==> src/rtl/fifo_bank_pkg.sv <==
// ---------------------------------------------------------------------------
// fifo_bank_pkg
// Shared constants for the FIFO bank and the round-robin arbiter it feeds.
//   QUEUE_QUANTITY_DEF / DATA_BITS_DEF / BUF_WIDTH_DEF : default geometry
//   SEL_W / CNT_W                                      : derived widths
//   ALMOST_FULL_LVL_DEF : default threshold, used only when
//                         FIFO_BANK_ALMOST_FULL_EN is defined
// ---------------------------------------------------------------------------
package fifo_bank_pkg;

    localparam int QUEUE_QUANTITY_DEF  = 4;
    localparam int DATA_BITS_DEF       = 8;
    localparam int BUF_WIDTH_DEF       = 3;
    localparam int ALMOST_FULL_LVL_DEF = 6;

    // A selector must be at least one bit wide even for a single queue.
    function automatic int sel_width(input int n);
        return (n > 1) ? $clog2(n) : 1;
    endfunction

    localparam int SEL_W = sel_width(QUEUE_QUANTITY_DEF);
    localparam int CNT_W = BUF_WIDTH_DEF + 1;

endpackage

==> src/rtl/fifo_bank_if.sv <==
// ---------------------------------------------------------------------------
// fifo_bank_if
// Push/pop/status bundle between upstream logic + arbiter (master) and the
// FIFO bank (slave).
//   master drives : enb, wr_en, wr_sel, data_in, selector, selector_enb
//   slave drives  : buf_empty, buf_full, data_out, data_out_valid, wr_drop
//                   (+ almost_full when FIFO_BANK_ALMOST_FULL_EN is defined)
// ---------------------------------------------------------------------------
interface fifo_bank_if
    import fifo_bank_pkg::*;
#(
    parameter int QUEUE_QUANTITY = QUEUE_QUANTITY_DEF,
    parameter int DATA_BITS      = DATA_BITS_DEF
) ();

    localparam int SW = sel_width(QUEUE_QUANTITY);

    logic                      enb;
    logic                      wr_en;
    logic [SW-1:0]             wr_sel;
    logic [DATA_BITS-1:0]      data_in;
    logic [SW-1:0]             selector;
    logic                      selector_enb;
    logic [QUEUE_QUANTITY-1:0] buf_empty;
    logic [QUEUE_QUANTITY-1:0] buf_full;
    logic [DATA_BITS-1:0]      data_out;
    logic                      data_out_valid;
    logic                      wr_drop;
`ifdef FIFO_BANK_ALMOST_FULL_EN
    logic [QUEUE_QUANTITY-1:0] almost_full;
`endif

    modport master (
        output enb, wr_en, wr_sel, data_in, selector, selector_enb,
        input  buf_empty, buf_full, data_out, data_out_valid, wr_drop
`ifdef FIFO_BANK_ALMOST_FULL_EN
        , input almost_full
`endif
    );

    modport slave (
        input  enb, wr_en, wr_sel, data_in, selector, selector_enb,
        output buf_empty, buf_full, data_out, data_out_valid, wr_drop
`ifdef FIFO_BANK_ALMOST_FULL_EN
        , output almost_full
`endif
    );

endinterface

==> src/rtl/fifo_bank_single.sv <==
// ---------------------------------------------------------------------------
// fifo_single
// One circular FIFO of 2^BUF_WIDTH words: storage, pointers, occupancy count
// and the same-queue push+pop rules.
//   clk, rst        : clock, asynchronous active-high reset
//   push_req_i      : push requested for this queue (already enb-gated)
//   pop_req_i       : pop requested for this queue (already enb-gated)
//   data_i          : word to push
//   push_ok_o       : push accepted this cycle
//   pop_ok_o        : pop accepted this cycle
//   head_o          : word at the read pointer
//   empty_o/full_o  : decoded from the registered count only
//   almost_full_o   : count >= ALMOST_FULL_LVL (FIFO_BANK_ALMOST_FULL_EN)
// ---------------------------------------------------------------------------
module fifo_single
    import fifo_bank_pkg::*;
#(
    parameter int DATA_BITS = DATA_BITS_DEF,
    parameter int BUF_WIDTH = BUF_WIDTH_DEF
`ifdef FIFO_BANK_ALMOST_FULL_EN
    , parameter int ALMOST_FULL_LVL = ALMOST_FULL_LVL_DEF
`endif
) (
    input  logic                 clk,
    input  logic                 rst,
    input  logic                 push_req_i,
    input  logic                 pop_req_i,
    input  logic [DATA_BITS-1:0] data_i,
    output logic                 push_ok_o,
    output logic                 pop_ok_o,
    output logic [DATA_BITS-1:0] head_o,
    output logic                 empty_o,
    output logic                 full_o
`ifdef FIFO_BANK_ALMOST_FULL_EN
    , output logic               almost_full_o
`endif
);

    localparam int                 DEPTH    = 1 << BUF_WIDTH;
    localparam logic [BUF_WIDTH:0] FULL_CNT = {1'b1, {BUF_WIDTH{1'b0}}};

    logic [DATA_BITS-1:0] mem_q [DEPTH];
    logic [BUF_WIDTH-1:0] wr_ptr_q, wr_ptr_d;
    logic [BUF_WIDTH-1:0] rd_ptr_q, rd_ptr_d;
    logic [BUF_WIDTH:0]   count_q, count_d;
    logic                 push_ok, pop_ok;

    always_comb begin
        pop_ok   = pop_req_i && (count_q != '0);
        // A full queue still takes a push when the same cycle frees a slot.
        push_ok  = push_req_i && ((count_q != FULL_CNT) || pop_ok);
        wr_ptr_d = wr_ptr_q;
        rd_ptr_d = rd_ptr_q;
        count_d  = count_q;
        if (push_ok) wr_ptr_d = wr_ptr_q + 1'b1;
        if (pop_ok)  rd_ptr_d = rd_ptr_q + 1'b1;
        if (push_ok && !pop_ok)      count_d = count_q + 1'b1;
        else if (!push_ok && pop_ok) count_d = count_q - 1'b1;
    end

    always_ff @(posedge clk or posedge rst) begin
        if (rst) begin
            wr_ptr_q <= '0;
            rd_ptr_q <= '0;
            count_q  <= '0;
        end else begin
            wr_ptr_q <= wr_ptr_d;
            rd_ptr_q <= rd_ptr_d;
            count_q  <= count_d;
        end
    end

    // Storage is deliberately left out of reset.
    always_ff @(posedge clk) begin
        if (push_ok) mem_q[wr_ptr_q] <= data_i;
    end

    assign push_ok_o = push_ok;
    assign pop_ok_o  = pop_ok;
    assign head_o    = mem_q[rd_ptr_q];
    assign empty_o   = (count_q == '0);
    assign full_o    = (count_q == FULL_CNT);

`ifdef FIFO_BANK_ALMOST_FULL_EN
    localparam logic [BUF_WIDTH:0] AF_CNT = (BUF_WIDTH + 1)'(ALMOST_FULL_LVL);
    assign almost_full_o = (count_q >= AF_CNT);
`endif

endmodule

==> src/rtl/fifo_bank.sv <==
// ---------------------------------------------------------------------------
// fifo_bank
// QUEUE_QUANTITY independent FIFOs written by upstream logic and drained by
// the weighted round-robin arbiter.
//   clk, rst : clock, asynchronous active-high reset
//   bus      : fifo_bank_if.slave (push, pop, per-queue status, registered
//              data_out/data_out_valid, wr_drop pulse)
// Optional: define FIFO_BANK_ALMOST_FULL_EN to add parameter ALMOST_FULL_LVL
// and the per-queue bus.almost_full status.
// ---------------------------------------------------------------------------
module fifo_bank
    import fifo_bank_pkg::*;
#(
    parameter int QUEUE_QUANTITY = QUEUE_QUANTITY_DEF,
    parameter int DATA_BITS      = DATA_BITS_DEF,
    parameter int BUF_WIDTH      = BUF_WIDTH_DEF
`ifdef FIFO_BANK_ALMOST_FULL_EN
    , parameter int ALMOST_FULL_LVL = ALMOST_FULL_LVL_DEF
`endif
) (
    input logic        clk,
    input logic        rst,
    fifo_bank_if.slave bus
);

    localparam int SW = sel_width(QUEUE_QUANTITY);

    logic [QUEUE_QUANTITY-1:0] push_ok, pop_ok, empty_w, full_w;
    logic [DATA_BITS-1:0]      head [QUEUE_QUANTITY];
    logic [DATA_BITS-1:0]      data_out_q, data_out_d;
    logic                      valid_q, valid_d;
    logic                      drop_q, drop_d;
`ifdef FIFO_BANK_ALMOST_FULL_EN
    logic [QUEUE_QUANTITY-1:0] af_w;
`endif

    for (genvar g = 0; g < QUEUE_QUANTITY; g++) begin : g_q
        fifo_single #(
            .DATA_BITS       (DATA_BITS),
            .BUF_WIDTH       (BUF_WIDTH)
`ifdef FIFO_BANK_ALMOST_FULL_EN
            , .ALMOST_FULL_LVL (ALMOST_FULL_LVL)
`endif
        ) u_fifo (
            .clk        (clk),
            .rst        (rst),
            .push_req_i (bus.enb && bus.wr_en && (bus.wr_sel == SW'(g))),
            .pop_req_i  (bus.enb && bus.selector_enb && (bus.selector == SW'(g))),
            .data_i     (bus.data_in),
            .push_ok_o  (push_ok[g]),
            .pop_ok_o   (pop_ok[g]),
            .head_o     (head[g]),
            .empty_o    (empty_w[g]),
            .full_o     (full_w[g])
`ifdef FIFO_BANK_ALMOST_FULL_EN
            , .almost_full_o (af_w[g])
`endif
        );
    end

    always_comb begin
        data_out_d = data_out_q;
        valid_d    = |pop_ok;
        // Only one queue is addressed per cycle, so any accepted push is ours.
        drop_d     = bus.enb && bus.wr_en && !(|push_ok);
        if (|pop_ok) data_out_d = head[bus.selector];
    end

    always_ff @(posedge clk or posedge rst) begin
        if (rst) begin
            data_out_q <= '0;
            valid_q    <= 1'b0;
            drop_q     <= 1'b0;
        end else begin
            data_out_q <= data_out_d;
            valid_q    <= valid_d;
            drop_q     <= drop_d;
        end
    end

    assign bus.buf_empty      = empty_w;
    assign bus.buf_full       = full_w;
    assign bus.data_out       = data_out_q;
    assign bus.data_out_valid = valid_q;
    assign bus.wr_drop        = drop_q;
`ifdef FIFO_BANK_ALMOST_FULL_EN
    assign bus.almost_full    = af_w;
`endif

endmodule

==> src/flat_wrapper.sv <==
// flat-port wrapper written by rule: the top's interface ports become plain ports
module fifo_bank_flat import fifo_bank_pkg::*;
#(
    parameter int QUEUE_QUANTITY = QUEUE_QUANTITY_DEF,
    parameter int DATA_BITS      = DATA_BITS_DEF,
    parameter int BUF_WIDTH      = BUF_WIDTH_DEF

)
  (clk, rst, bus_enb, bus_wr_en, bus_wr_sel, bus_data_in, bus_selector, bus_selector_enb, bus_buf_empty, bus_buf_full, bus_data_out, bus_data_out_valid, bus_wr_drop);
  fifo_bank_if #(.QUEUE_QUANTITY(QUEUE_QUANTITY), .DATA_BITS(DATA_BITS)) bus_i ();
  input logic clk;
  input logic rst;
  input wire logic [$bits(bus_i.enb)-1:0] bus_enb;
  input wire logic [$bits(bus_i.wr_en)-1:0] bus_wr_en;
  input wire logic [$bits(bus_i.wr_sel)-1:0] bus_wr_sel;
  input wire logic [$bits(bus_i.data_in)-1:0] bus_data_in;
  input wire logic [$bits(bus_i.selector)-1:0] bus_selector;
  input wire logic [$bits(bus_i.selector_enb)-1:0] bus_selector_enb;
  output wire logic [$bits(bus_i.buf_empty)-1:0] bus_buf_empty;
  output wire logic [$bits(bus_i.buf_full)-1:0] bus_buf_full;
  output wire logic [$bits(bus_i.data_out)-1:0] bus_data_out;
  output wire logic [$bits(bus_i.data_out_valid)-1:0] bus_data_out_valid;
  output wire logic [$bits(bus_i.wr_drop)-1:0] bus_wr_drop;
  assign bus_i.enb = bus_enb;
  assign bus_i.wr_en = bus_wr_en;
  assign bus_i.wr_sel = bus_wr_sel;
  assign bus_i.data_in = bus_data_in;
  assign bus_i.selector = bus_selector;
  assign bus_i.selector_enb = bus_selector_enb;
  assign bus_buf_empty = bus_i.buf_empty;
  assign bus_buf_full = bus_i.buf_full;
  assign bus_data_out = bus_i.data_out;
  assign bus_data_out_valid = bus_i.data_out_valid;
  assign bus_wr_drop = bus_i.wr_drop;
  fifo_bank #(.QUEUE_QUANTITY(QUEUE_QUANTITY), .DATA_BITS(DATA_BITS), .BUF_WIDTH(BUF_WIDTH)) u_core (.clk(clk), .rst(rst), .bus(bus_i));
endmodule
==> config.mk <==
export PLATFORM = sky130hd
export DESIGN_NAME = fifo_bank_flat
export DESIGN_NICKNAME = d
export VERILOG_FILES = /design/src/rtl/fifo_bank_pkg.sv /design/src/rtl/fifo_bank_if.sv /design/src/rtl/fifo_bank_single.sv /design/src/rtl/fifo_bank.sv /design/src/flat_wrapper.sv
export SDC_FILE = /design/constraint.sdc
export NUM_CORES = 1
export LEC_CHECK = 0
export CORE_MARGIN = 4
export CORE_UTILIZATION = 40
export CTS_BUF_LIST = sky130_fd_sc_hd__clkbuf_8
export DETAILED_ROUTE_END_ITERATION = 16
export PLACE_DENSITY_LB_ADDON = 0.08
export REMOVE_ABC_BUFFERS = 1
export SETUP_SLACK_MARGIN = 0.5
export SLEW_MARGIN = 20
export SYNTH_ARGS = -nofsm -noshare
export SYNTH_HDL_FRONTEND = slang
export SYNTH_SLANG_ARGS = --single-unit
==> constraint.sdc <==
create_clock -name clk -period 7.6 [get_ports clk]
set_input_delay 1.14 -clock clk [delete_from_list [all_inputs] [get_ports clk]]
set_output_delay 1.14 -clock clk [all_outputs]
set_load 0.05 [all_outputs]
### Word level (Yosys, flattened, before mapping)

Memories as Yosys holds them, arrays and structs flattened.
Cells that the tools add are included.
Widths: inputs -> output; s select.

| operators by class | value |
|---|---|
| bitwise logic cells | 1 |
| magnitude comparators | 1 |
| mux-type cells | 19 |
| add/subtract/negate cells | 16 |
| reduce and logical (&&, ||, !) cells | 56 |
| equality and inequality tests | 14 |

Operators by type and width:

| kind | count |
|---|---|
| $mux 4 | 8 |
| $logic_and 1x1->1 | 27 |
| $add 3x1->3 const B | 8 |
| $add 4x1->4 const B | 4 |
| $bmux 8 s2 | 1 |
| $eq 4x4->1 const B | 4 |
| $logic_not 4->1 | 4 |
| $mux 8 | 2 |
| $ne 4x4->1 const B | 4 |
| $reduce_bool 4->1 | 4 |
| $sub 4x1->4 const B | 4 |
| $logic_not 1->1 | 9 |
| $eq 2x2->1 const B | 4 |
| $mux 1 | 8 |
| $reduce_bool 2->1 | 4 |
| $reduce_or 4->1 | 2 |
| $eq 2x1->1 const B | 2 |
| $logic_not 2->1 | 2 |
| $logic_or 1x1->1 | 4 |
| $ge 3x3->1 const B | 1 |
| $not 2->3 | 1 |

| word-level totals | value |
|---|---|
| memories | 4 |
| word-level logic and storage cells | 126 |
| flip-flop bits (word level) | 50 |
| RAM bits | 256 |
| input port bits | 17 |

Memories:

| memory | words | bits a word | read ports | clocked after memory_dff | write ports | line | text |
|---|---|---|---|---|---|---|---|
| u_core.g_q[0].u_fifo.mem_q | 8 | 8 | 1 | 0 | 1 | fifo_bank_single.sv:42 | `logic [DATA_BITS-1:0] mem_q [DEPTH];` |
| u_core.g_q[1].u_fifo.mem_q | 8 | 8 | 1 | 0 | 1 | fifo_bank_single.sv:42 |  |
| u_core.g_q[2].u_fifo.mem_q | 8 | 8 | 1 | 0 | 1 | fifo_bank_single.sv:42 |  |
| u_core.g_q[3].u_fifo.mem_q | 8 | 8 | 1 | 0 | 1 | fifo_bank_single.sv:42 |  |

### Longest topological paths before layout

| logic depth | value |
|---|---|
| word-level depth | 9 |
| depth in mapped cells | 13 |

### Cells and area by module

Synthesis repeated with hierarchy kept, for this count alone.

| unflattened totals | value |
|---|---|
| cell total of the unflattened synthesis | 675 |
| area, all modules | 12,916.1 µm² |

By module, submodules not included:

| module | times used | cells each | area an instance (µm²) |
|---|---|---|---|
| fifo_single | 4 | 158 | 3,066.7 |
| fifo_bank | 1 | 43 | 649.4 |

### Least setup slack after synthesis

Ideal clock, no wire load.

| path | value |
|---|---|
| kind | input to register |
| from | input port bus_selector[0] |
| to | register u_core.g_q[2].u_fifo.count_q[3] |
| required time | 7.475 ns |
| arrival time | 3.123 ns |
| slack | 4.352 ns |
| stages | 13 |
| buffers on the path | 2 |
| cell sequence | nand2b_1 -> buf_2 -> o211ai_1 -> and3_1 -> clkbuf_1 -> ha_1 -> inv_1 -> ha_1 -> a21o_1 -> a21oi_1 -> xnor2_1 -> nor2_1 -> xor2_1 |

| between the ends | value |
|---|---|
| longest elaborated chain between the ends | 8 |
| elaborated cells between the ends (all ways) | 11 |
| classes of those cells | eq/ne (1); mux (1); reduce/logical (9) |

Ends and longest elaborated chain:

| what | line | text |
|---|---|---|
| from (decl) | flat_wrapper.sv:17 | `input wire logic [$bits(bus_i.selector)-1:0] bus_selector;` |
| $eq 2x2->1 * | fifo_bank.sv:48 | `.pop_req_i (bus.enb && bus.selector_enb && (bus.selector == SW'(g))),` |
| $logic_and 1x1->1 * | fifo_bank.sv:48 |  |
| $logic_and 1x1->1 * | fifo_bank_single.sv:49 | `pop_ok = pop_req_i && (count_q != '0);` |
| $logic_or 1x1->1 * | fifo_bank_single.sv:51 | `push_ok = push_req_i && ((count_q != FULL_CNT) \|\| pop_ok);` |
| $logic_and 1x1->1 * | fifo_bank_single.sv:51 |  |
| via u_core.g_q[2].u_fifo.push_ok_o | fifo_bank_single.sv:29 | `output logic push_ok_o,` |
| $logic_not 1->1 | fifo_bank_single.sv:58 | `else if (!push_ok && pop_ok) count_d = count_q - 1'b1;` |
| $logic_and 1x1->1 | fifo_bank_single.sv:58 |  |
| $reduce_bool 2->1 (no line) | - |  |
| to (signal assigned) | fifo_bank_single.sv:69 | `count_q <= count_d;` |
| to (decl) | fifo_bank_single.sv:45 | `logic [BUF_WIDTH:0] count_q, count_d;` |

Mark *: on every way through the listed nets, which the timed path passes. The rest lies on a longest branch.
A chain may end at the register's enable or synchronous reset.

### Final worst setup path

| path | value |
|---|---|
| from | input port bus_selector[1] |
| to | register u_core.g_q[1].u_fifo.count_q[3] |

| between the ends | value |
|---|---|
| longest elaborated chain between the ends | 8 |
| elaborated cells between the ends (all ways) | 11 |
| classes of those cells | eq/ne (1); mux (1); reduce/logical (9) |

Ends and longest elaborated chain:

| what | line |
|---|---|
| $eq 2x1->1 * | fifo_bank.sv:48 |
| $logic_and 1x1->1 * | fifo_bank.sv:48 |
| $logic_and 1x1->1 * | fifo_bank_single.sv:49 |
| $logic_or 1x1->1 | fifo_bank_single.sv:51 |
| $logic_and 1x1->1 | fifo_bank_single.sv:51 |
| $logic_not 1->1 | fifo_bank_single.sv:58 |
| $logic_and 1x1->1 | fifo_bank_single.sv:58 |
| $reduce_bool 2->1 (no line) | - |
| to (signal assigned) | fifo_bank_single.sv:69 |
| to (decl) | fifo_bank_single.sv:45 |

Every way passes the cells marked *; elsewhere a longest branch is shown, timed or not.

==> flow_summary.toml <==
[placed_design]
io_buffer_count = 34
post-dp-hpwl_mm = 17.56
gp_congestion = 0.8044
pre_cts_slack_ns = 3.332

[worst_setup_path]
cp_top_family = "simple AND/OR/NAND/NOR gates"
startpoint_type = "input port"
path_cells = "clkdlybuf4s50_1, nand2b_1, nor3_1, inv_1, ha_1, inv_1, ha_1, a21o_1, a21oi_1, xnor2_1, nor2_1, xor2_1"
endpoint_kind = "register"
cp-startpoint = "bus_selector[1]"
crit_buf_inv = 3
cp.required_ns = 8.03
path_max_fanout = 10
cp.arrival_ns = 4.21
crit_type = "in2reg"
max_stage_delay_ns = 0.77
r2r_start = "u_core.g_q[1].u_fifo.count_q[0]"
reg2reg_slack_ns = 4.66
slowest_stage = "nor3_1"

[synthesis]
syn_area_per_cell_sq_um = 18.79
synthesis.area_sq_um = 12550
synth-seq-cells = 306
synth_edf_count = 256
postSynth.asyncResetShare = 0.1634
netlist_instances = 668
netlist-cell-type-count = 43
ys.flop_type = "edfxtp_1"
ys_seq_area_frac = 0.7121
yosysWarnings = 0

[global_routing]
grt_pass1_wl_mm = 41.11
grt_max_degree = 51
grt_pass1_vias = 6417
antenna_found_initial = 0
grt_overflow = 0
grt.total_usage = 0.1629

[cts]
cts_tree = "yes"
cts.sinks = 306
cts_root_buf = "clkbuf_8"
cts_setup_buffers = 0
path_clk_slew_ns = 0.06
worstSkewPairLatency_ns = 0.57
htreeDepth = 2
cts_hold_buf = 0
clockBufferDepth = 3
post_cts_resized = 0
numCtsBuffers = 51

[timing]
tns_ns = 0
clock_skew_ns = 0.02491
tightest_slew_ns = 1.016
maxSlewViolCount = 0
setup_viol_count_final = 0
maxSlewHeadroom = 0.3229
min_period_ns = 3.782
fin_ws_ns = 3.818
hold_viol_final = 0
rsz0062_at_grt = "no"
finalCritPeriodShare = 0.4976
max_freq_mhz = 264.4

[drt]
finalWirelength_mm = 27.31
dr.first_iter.drc_count = 392
dr.pass1.iters = 4
drc = 0
vias = 6160
ant_nets = 0
viasPerCell = 5.225
wl_per_cell_um = 23.16

[floorplan]
start_util = 0.4082
dieWidth_um = 185.1
core-area_sq_um = 30750
die-area_sq_um = 34280
fp.dieH_um = 185.1
pin_count = 35
fp-row-count = 64

[flow_run]
cap_violations = 0

[power_and_ir_drop]
peakVddDrop_uv = 118.0
p_leak_nw = 4.858
powerDensity_nw_per_um2 = 349.4

[final_layout]
layout.nets = 780
fin_util = 0.4697
area_growth_syn_to_layout_pct = 15.07
drive_gt1_frac = 0.2558
nFillCells = 2670

[run_status]
outcome = "completed"

[hold_path]
min_path_type = "reg2reg"
hold_path_startpoint = "u_core.g_q[3].u_fifo.count_q[3]"
[per-stage QoR]
step | hold slack [ns] | area [sq um] | total power, W | instances
after floorplan | 0.4564 | 12350 | 0.003158 | 628
after global placement | 0.4765 | 13370 | 0.003625 | 1082
after detailed placement | 0.4940 | 13390 | 0.003658 | 1082
after CTS | 0.5089 | 14430 | 0.005124 | 1178
after global routing | 0.5382 | 14440 | 0.005321 | 1178
final | 0.5109 | 14440 | 0.005047 | 1179
[synth_stat cells, types with 2 or more instances]
cell	n	area (sq um)
and3b_1	2	17.52
or4_1	2	15.01
nand2_1	26	97.59
mux2_2	11	123.9
fa_1	4	80.08
nor3b_1	13	97.59
ha_1	20	250.2
o22ai_1	16	100.1
buf_1	9	33.78
nand4_1	2	12.51
edfxtp_1	256	7687
nor4_4	2	42.54
clkbuf_1	8	30.03
buf_2	14	70.07
mux4_2	64	1441
dfrtp_1	50	1251
and3_1	2	12.51
and2_1	2	12.51
nor4_1	2	12.51
o211ai_1	2	15.01
nand2b_1	4	25.02
buf_4	8	60.06
a21oi_1	5	25.02
mux2i_1	32	320.3
nor2b_1	2	12.51
nor4b_1	3	26.28
nor3_1	12	60.06
xnor2_1	21	183.9
a21o_1	4	30.03
nor2_1	29	108.9
inv_1	9	33.78
xor2_1	11	96.34
o21ai_0	4	20.02
a21oi_2	8	70.07
[power breakdown]
part           leakage (nW)  switching, W  internal, W
Clock                 0.570      0.000646     0.000799
Combinational          1.38      0.000602     0.000652
Sequential             2.91      0.000376      0.00197
Total                  4.86       0.00163      0.00342
[logic make-up (layout without fill, tap and decap cells)]
family / after synthesis / in the layout / share of synthesized area
AO/OA/AOI/OAI: 40 / 40 / 0.02113
XOR/XNOR: 32 / 32 / 0.02233
adder cells (fa/ha/maj): 24 / 24 / 0.02632
buffers and inverters: 50 / 164 / 0.01934
flip-flops: 306 / 306 / 0.7121
multiplexers: 107 / 107 / 0.1502
other: 0 / 1 / 0
AND/OR/NAND/NOR: 109 / 109 / 0.04854
[cells in the final DEF, fill, tap and decap left out, types with 8 or more instances in the layout]
cell / n
inv_1: 18
ha_1: 20
dfrtp_1: 49
buf_4: 24
nand2_1: 26
nor3_1: 12
edfxtp_1: 256
mux2_2: 11
nor2_1: 29
clkdlybuf4s50_1: 34
xnor2_1: 21
mux2i_1: 32
clkinv_1: 11
o22ai_1: 16
xor2_1: 11
clkbuf_8: 54
nor3b_2: 8
a21oi_2: 8
clkinv_2: 14
mux4_2: 64
[path summary, 6_finish.rpt]
check	endpoint	cells past startpoint
setup / recovery	u_core.g_q[1].u_fifo.count_q[3]	12
max in group asynchronous	u_core.bus.data_out_valid	2
min in group asynchronous	u_core.g_q[3].u_fifo.wr_ptr_q[1]	2
hold reg to reg	u_core.g_q[3].u_fifo.count_q[3]	1
hold / removal	u_core.g_q[3].u_fifo.count_q[3]	1
setup reg to reg	u_core.g_q[1].u_fifo.count_q[3]	11
[per-layer routing]
metal,share of wire,wire length (um),vias to the layer above,GRT usage
met5,0,0,-,0
met4,0.014,392,0,0.03641
met3,0.045,1231,35,0.03064
met2,0.47,12910,130,0.2543
met1,0.47,12770,3208,0.2413
li1,-,-,2787,-
[flip-flops by register name, summed over array words and instances (netlist names)]
| register | cells |
|---|---|
| u_core.g_q.u_fifo.mem_q | 256 |
| u_core.g_q.u_fifo.count_q | 16 |
| u_core.g_q.u_fifo.rd_ptr_q | 12 |
| u_core.g_q.u_fifo.wr_ptr_q | 12 |
| u_core.bus.data_out | 8 |
| u_core.bus.data_out_valid | 1 |
| u_core.bus.wr_drop | 1 |
[cell type report]
| class | instances | area, sq um | share of cell area |
|---|---|---|---|
| multi-input combinational | 312 | 3411 | 0.2361 |
| clock inverter | 42 | 291.5 | 0.02018 |
| timing repair buffer | 58 | 520.5 | 0.03604 |
| clock buffer | 54 | 743.2 | 0.05146 |
| inverter | 10 | 40.04 | 0.002772 |
| sequential | 306 | 8940 | 0.6189 |
| tap | 396 | 495.5 | 0.03430 |
| antenna | 1 | 2.502 | 0.0001732 |
[worst register-to-register path, cell delays in order (launching register included)]
cell and delay (ns):
dfrtp_1 0.50, nor4_4 0.10, nor3_1 0.74, inv_1 0.12, ha_1 0.25, inv_1 0.12
ha_1 0.25, a21o_1 0.18, a21oi_1 0.18, xnor2_1 0.15, nor2_1 0.08, xor2_1 0.14
Power figures use the tool's default switching activity.
==> RTL edit 1, RTL diff (same flow settings) <==
Make the reset (`rst`) synchronous in 2 clocked blocks. Comments in the files are not updated.
--- a/src/rtl/fifo_bank_single.sv
+++ b/src/rtl/fifo_bank_single.sv
@@ -58,7 +58,7 @@
         else if (!push_ok && pop_ok) count_d = count_q - 1'b1;
     end
 
-    always_ff @(posedge clk or posedge rst) begin
+    always_ff @(posedge clk) begin
         if (rst) begin
             wr_ptr_q <= '0;
             rd_ptr_q <= '0;
--- a/src/rtl/fifo_bank.sv
+++ b/src/rtl/fifo_bank.sv
@@ -66,7 +66,7 @@
         if (|pop_ok) data_out_d = head[bus.selector];
     end
 
-    always_ff @(posedge clk or posedge rst) begin
+    always_ff @(posedge clk) begin
         if (rst) begin
             data_out_q <= '0;
             valid_q    <= 1'b0;
Formal check against the unedited RTL: differs if rst is asserted again (counterexample within 4 cycles, from zero or initial values and one cycle with rst high); with rst held inactive, the same outputs for 4 cycles.
==> RTL edit 1 against the unedited design <==
- synthesized area up 3.3%
- hold slack better by 0.0025 ns
- die area up 3.1%
- setup slack worse by 0.43 ns
- critical endpoint is now u_core.g_q[2].u_fifo.count_q[3]$_SDFFE_PP0P_
- critical path depth down 1
- sequential share of layout area down 1.6 points
- critical path type unchanged
- first-iteration DRC count up 26%
- final area up 2.6%
- clock skew down 0.012 ns
- sequential cell count up 12
- routed wire length up 4.0%
Power is not compared: it rests on default switching activity, and its combinational part moved more than twofold at a synthesized area within 25%.
==> RTL edit 1: results (changes against the unedited design) <==
• **Worst IR Drop VDD** 185 uV
• **Max transition margin** 34.7%, +2.4 points
• **final routed wire length divided by cell count** 21.6 um, -6.6%
• **most instantiated library cell after synthesis** sky130_fd_sc_hd__edfxtp_1
• **total global routing track utilization** 16.1%, -0.17 points
• **via total after detailed routing** 6762, +9.8%
• **Multi-input gate area** 0.00373 mm2, +9.3%
• **largest registers in the final layout** u_core.g_q.u_fifo.mem_q: 256 flops, u_core.g_q.u_fifo.count_q: 16 flops
• **maximum net fanout on the critical path** 17, +7
• **Placed Area** 0.0138 mm2, +2.7%
• **antenna violations before repair** 0, unchanged
• **internal power** 2.74 mW
• **Largest stage delay, worst path** 0.91 ns, +0.14 ns
• **number of unique standard cell types used by synthesis** 59, +37%
• **clock latency on the worst-skew pair** 0.59 ns, +0.02 ns
• **total half-perimeter wirelength after legalization and detailed placement** 18200 um, +3.6%
• **arrival time of the worst setup path** 4.72 ns, +0.51 ns
• **maximum clock skew at final layout** 0.0130 ns, -0.0119 ns
• **post-CTS setup repair buffer count** 0, unchanged
• **# H-tree levels** 2, unchanged
• **slowest cell on the critical path** sky130_fd_sc_hd__clkdlybuf4s50_1
• **First-pass DRT Iterations** 5, +1
• **global-route track usage on met2** 26.1%, +0.70 points
• **clock sinks** 318, +3.9%
• **global placer's final weighted congestion** 0.809, +0.55%
• **number of global-route vias before repair** 7214, +12%
• **met1 track utilization from global routing** 22.1%, -2.0 points
• **largest net degree at the start of global routing** 55, +7.8%
• **first-pass GRT wire length** 43300 um, +5.4%
• **share of final-layout standard cells stronger than drive strength 1** 22.7%, -2.9 points
• **Hold/Removal Path Class** register to register
• **filler cell count** 2755, +3.2%
• **synth top area cells** sky130_fd_sc_hd__edfxtp_1 (59%), sky130_fd_sc_hd__mux4_2 (9.9%), sky130_fd_sc_hd__dfxtp_1 (9.6%)
• **count of nets after finishing** 871, +12%
• **met3 global-route usage** 3.39%, +0.32 points
• **share of synthesized area occupied by flip-flops and latches** 68.9%, -2.3 points
• **worst setup slack before clock tree synthesis** 2.81 ns, -0.525 ns
• **DR iter-0 viols** 492, +26%
• **most frequent cells after synthesis** sky130_fd_sc_hd__edfxtp_1 (256), sky130_fd_sc_hd__nor2_1 (64), sky130_fd_sc_hd__dfxtp_1 (62), sky130_fd_sc_hd__mux4_2 (57), sky130_fd_sc_hd__mux2i_1 (34)
• **family of cells with the greatest summed delay on the critical path** compound AO/OA/AOI/OAI gates
• **run status** finished, final reports clean
• **Post-synth EDFFs** 256, unchanged
• **count of antenna diodes in the layout** 0, -1
• **number of CTS-inserted buffers** 55, +7.8%
• **async set-or-reset flop fraction in the synthesized netlist** 0%, -16 points
[RTL edit 1: cell count changes in the layout (fill, tap and decap cells not counted), sizes merged, moves of 5 or more]
cell and delta:
clkbuf +7, dfrtp -50, dfxtp +62, mux4 -7, nand2 -7, nor2 +34, nor2b +15, nor3 +11
o22ai -5, xnor2 -5
[RTL edit 1: cell type report]
type	instances	share of cell area, %
inverter	11	0.279
multi-input combinational	386	25.2
timing repair buffer	58	3.43
sequential	318	60.3
clock buffer	61	5.67
clock inverter	43	1.50
tap	435	3.67
[RTL edit 1: cells by family (layout without fill, tap and decap cells)]
family | Yosys count | in the layout | synth area share, %
AOI/OAI and AO/OA | 52 | 52 | 2.89
xor gates and xnor gates | 28 | 28 | 1.89
adders and majority gates | 24 | 24 | 2.55
buffers and inverters | 57 | 173 | 2.45
DFF | 318 | 318 | 68.9
muxes | 101 | 101 | 13.4
and+or+nand+nor | 181 | 181 | 7.96
[RTL edit 1: power by group through the flow]
stage	clock (mW)	combinational, mW	sequential (mW)
6_report	1.48	0.181	1.91
2_1_floorplan	0	0.0872	1.95
3_5_place_dp	0	0.184	1.95
3_3_place_gp	0	0.179	1.94
5_1_grt	1.62	0.195	1.91
4_1_cts	1.53	0.184	1.91
[RTL edit 1: through the flow]
step	util (%)	cells	power [mW]	hold slack (ns)
2_1_floorplan	-	715	2.04	0.471
6_report	46.6	1312	3.57	0.513
3_5_place_dp	43.3	1208	2.13	0.494
3_3_place_gp	43.2	1208	2.12	0.495
5_1_grt	46.6	1312	3.72	0.541
4_1_cts	46.6	1312	3.62	0.513
[RTL edit 1: metal layers]
| layer | wire length, um | up-vias |
|---|---|---|
| met5 | 0 | - |
| met4 | 610 | 0 |
| met3 | 1260 | 52 |
| met2 | 13800 | 143 |
| met1 | 12800 | 3454 |
| li1 | - | 3113 |
[RTL edit 1: worst paths after layout]
kind	cells after the start	endpoint	slack [ns]	from
worst min register to register	2	u_core.bus.data_out[7]$_SDFFE_PP0P_	0.51	u_core.bus.data_out[7]$_SDFFE_PP0P_
worst min-delay path	2	u_core.bus.data_out[7]$_SDFFE_PP0P_	0.51	u_core.bus.data_out[7]$_SDFFE_PP0P_
worst max register to register	10	u_core.g_q[2].u_fifo.count_q[3]$_SDFFE_PP0P_	4.59	u_core.g_q[2].u_fifo.count_q[0]$_SDFFE_PP0P_
worst max-delay path	11	u_core.g_q[2].u_fifo.count_q[3]$_SDFFE_PP0P_	3.39	bus_selector[1]
==> RTL edit 2, RTL diff (same flow settings) <==
Without the edit above. `DATA_BITS_DEF`: 8 -> 10.
--- a/src/rtl/fifo_bank_pkg.sv
+++ b/src/rtl/fifo_bank_pkg.sv
@@ -9,7 +9,7 @@
 package fifo_bank_pkg;
 
     localparam int QUEUE_QUANTITY_DEF  = 4;
-    localparam int DATA_BITS_DEF       = 8;
+    localparam int DATA_BITS_DEF       = 10;
     localparam int BUF_WIDTH_DEF       = 3;
     localparam int ALMOST_FULL_LVL_DEF = 6;
 
Ports: changed (resized bus_data_in and bus_data_out); port bits go from 35 to 39. The function was not compared with the original's and may differ.
==> RTL edit 2 against the unedited design <==
- routed wire length rose by 24%
- register-to-register slack worse by 0.08 ns
- total power is 19% higher
- sequential share of layout area increased by 1.3 points
- setup slack better by 0.11 ns
- synthesized area rose by 20%
- via count up 18%
- clock power up 25%
- die area up 19%
- maximum frequency up 2.9%
- final area is 20% higher
- sequential cell count grew 66
- critical path type is now register to output port
- critical endpoint is now bus_buf_full[3]
==> RTL edit 2: results (changes against the unedited design) <==
• **run status** finished, final reports clean
• **mux cell area share after synthesis** 15.1%, +0.086 points
• **count of antenna diodes in the layout** 0, -1
• **worst setup slack before clock tree synthesis** 3.28 ns, -0.0503 ns
• **Critical Path Sink** bus_buf_full[3]
• **number of ordinary and repair buffers in the finished layout** 72, +24%
• **DR WL met3** 1170 um, -4.8%
• **share of the synthesized netlist area taken by xor and xnor gates** 1.87%, -0.37 points
• **multi-input combinational cell count** 340, +9.0%
• **global placer's final weighted congestion** 0.723, -10%
• **Flop pwr share** 44.6%, -1.9 points
• **final routed wire length divided by cell count** 24.6 um, +6.2%
• **met3 global-route usage** 2.80%, -0.26 points
• **Reg-to-Reg End** u_core.g_q[3].u_fifo.count_q[3]$_DFFE_PP0P_
• **# port buffers** 38, +12%
• **share of final-layout standard cells stronger than drive strength 1** 26.1%, +0.53 points
• **clock tree cell share of total cell area** 7.49%, +0.33 points
• **most frequent cells after synthesis** sky130_fd_sc_hd__edfxtp_1 (320), sky130_fd_sc_hd__mux4_2 (80), sky130_fd_sc_hd__dfrtp_1 (52), sky130_fd_sc_hd__nor2_1 (34), sky130_fd_sc_hd__mux2i_1 (33)
• **fraction of area in multi-input gates** 22.2%, -1.4 points
• **clock buffer instance count of the final layout** 70, +30%
• **synthesis-stage register bit count** 372, +22%
• **clock latency on the worst-skew pair** 0.63 ns, +0.06 ns
• **filler cell count** 3137, +17%
• **inverter count of the layout excluding clock inverters** 9, -1
• **number of CTS-inserted buffers** 61, +20%
• **power drawn by the clock network** 1.81 mW, +25%
• **Hold Worst Slack** 0.508 ns, -0.00314 ns
==> RTL edit 2: cell types whose count changed after synthesis, moves of 3 or more <==
cell                       unedited run  this run
sky130_fd_sc_hd__a221oi_1             0         6
sky130_fd_sc_hd__o22ai_1             16         7
sky130_fd_sc_hd__o22a_1               0         6
sky130_fd_sc_hd__and3b_1              2         5
sky130_fd_sc_hd__clkbuf_1             8        12
sky130_fd_sc_hd__a21oi_2              8         1
sky130_fd_sc_hd__buf_2               14        11
sky130_fd_sc_hd__mux4_2              64        80
sky130_fd_sc_hd__nor2_1              29        34
sky130_fd_sc_hd__nand2_1             26        23
sky130_fd_sc_hd__a31oi_1              0         6
sky130_fd_sc_hd__edfxtp_1           256       320
sky130_fd_sc_hd__a21oi_1              5         8
==> RTL edit 2: critical path: stages (launching register included) <==
cell                              delay, ns
sky130_fd_sc_hd__dfrtp_1               0.45
sky130_fd_sc_hd__nor4b_1               0.54
sky130_fd_sc_hd__clkdlybuf4s50_1       0.92
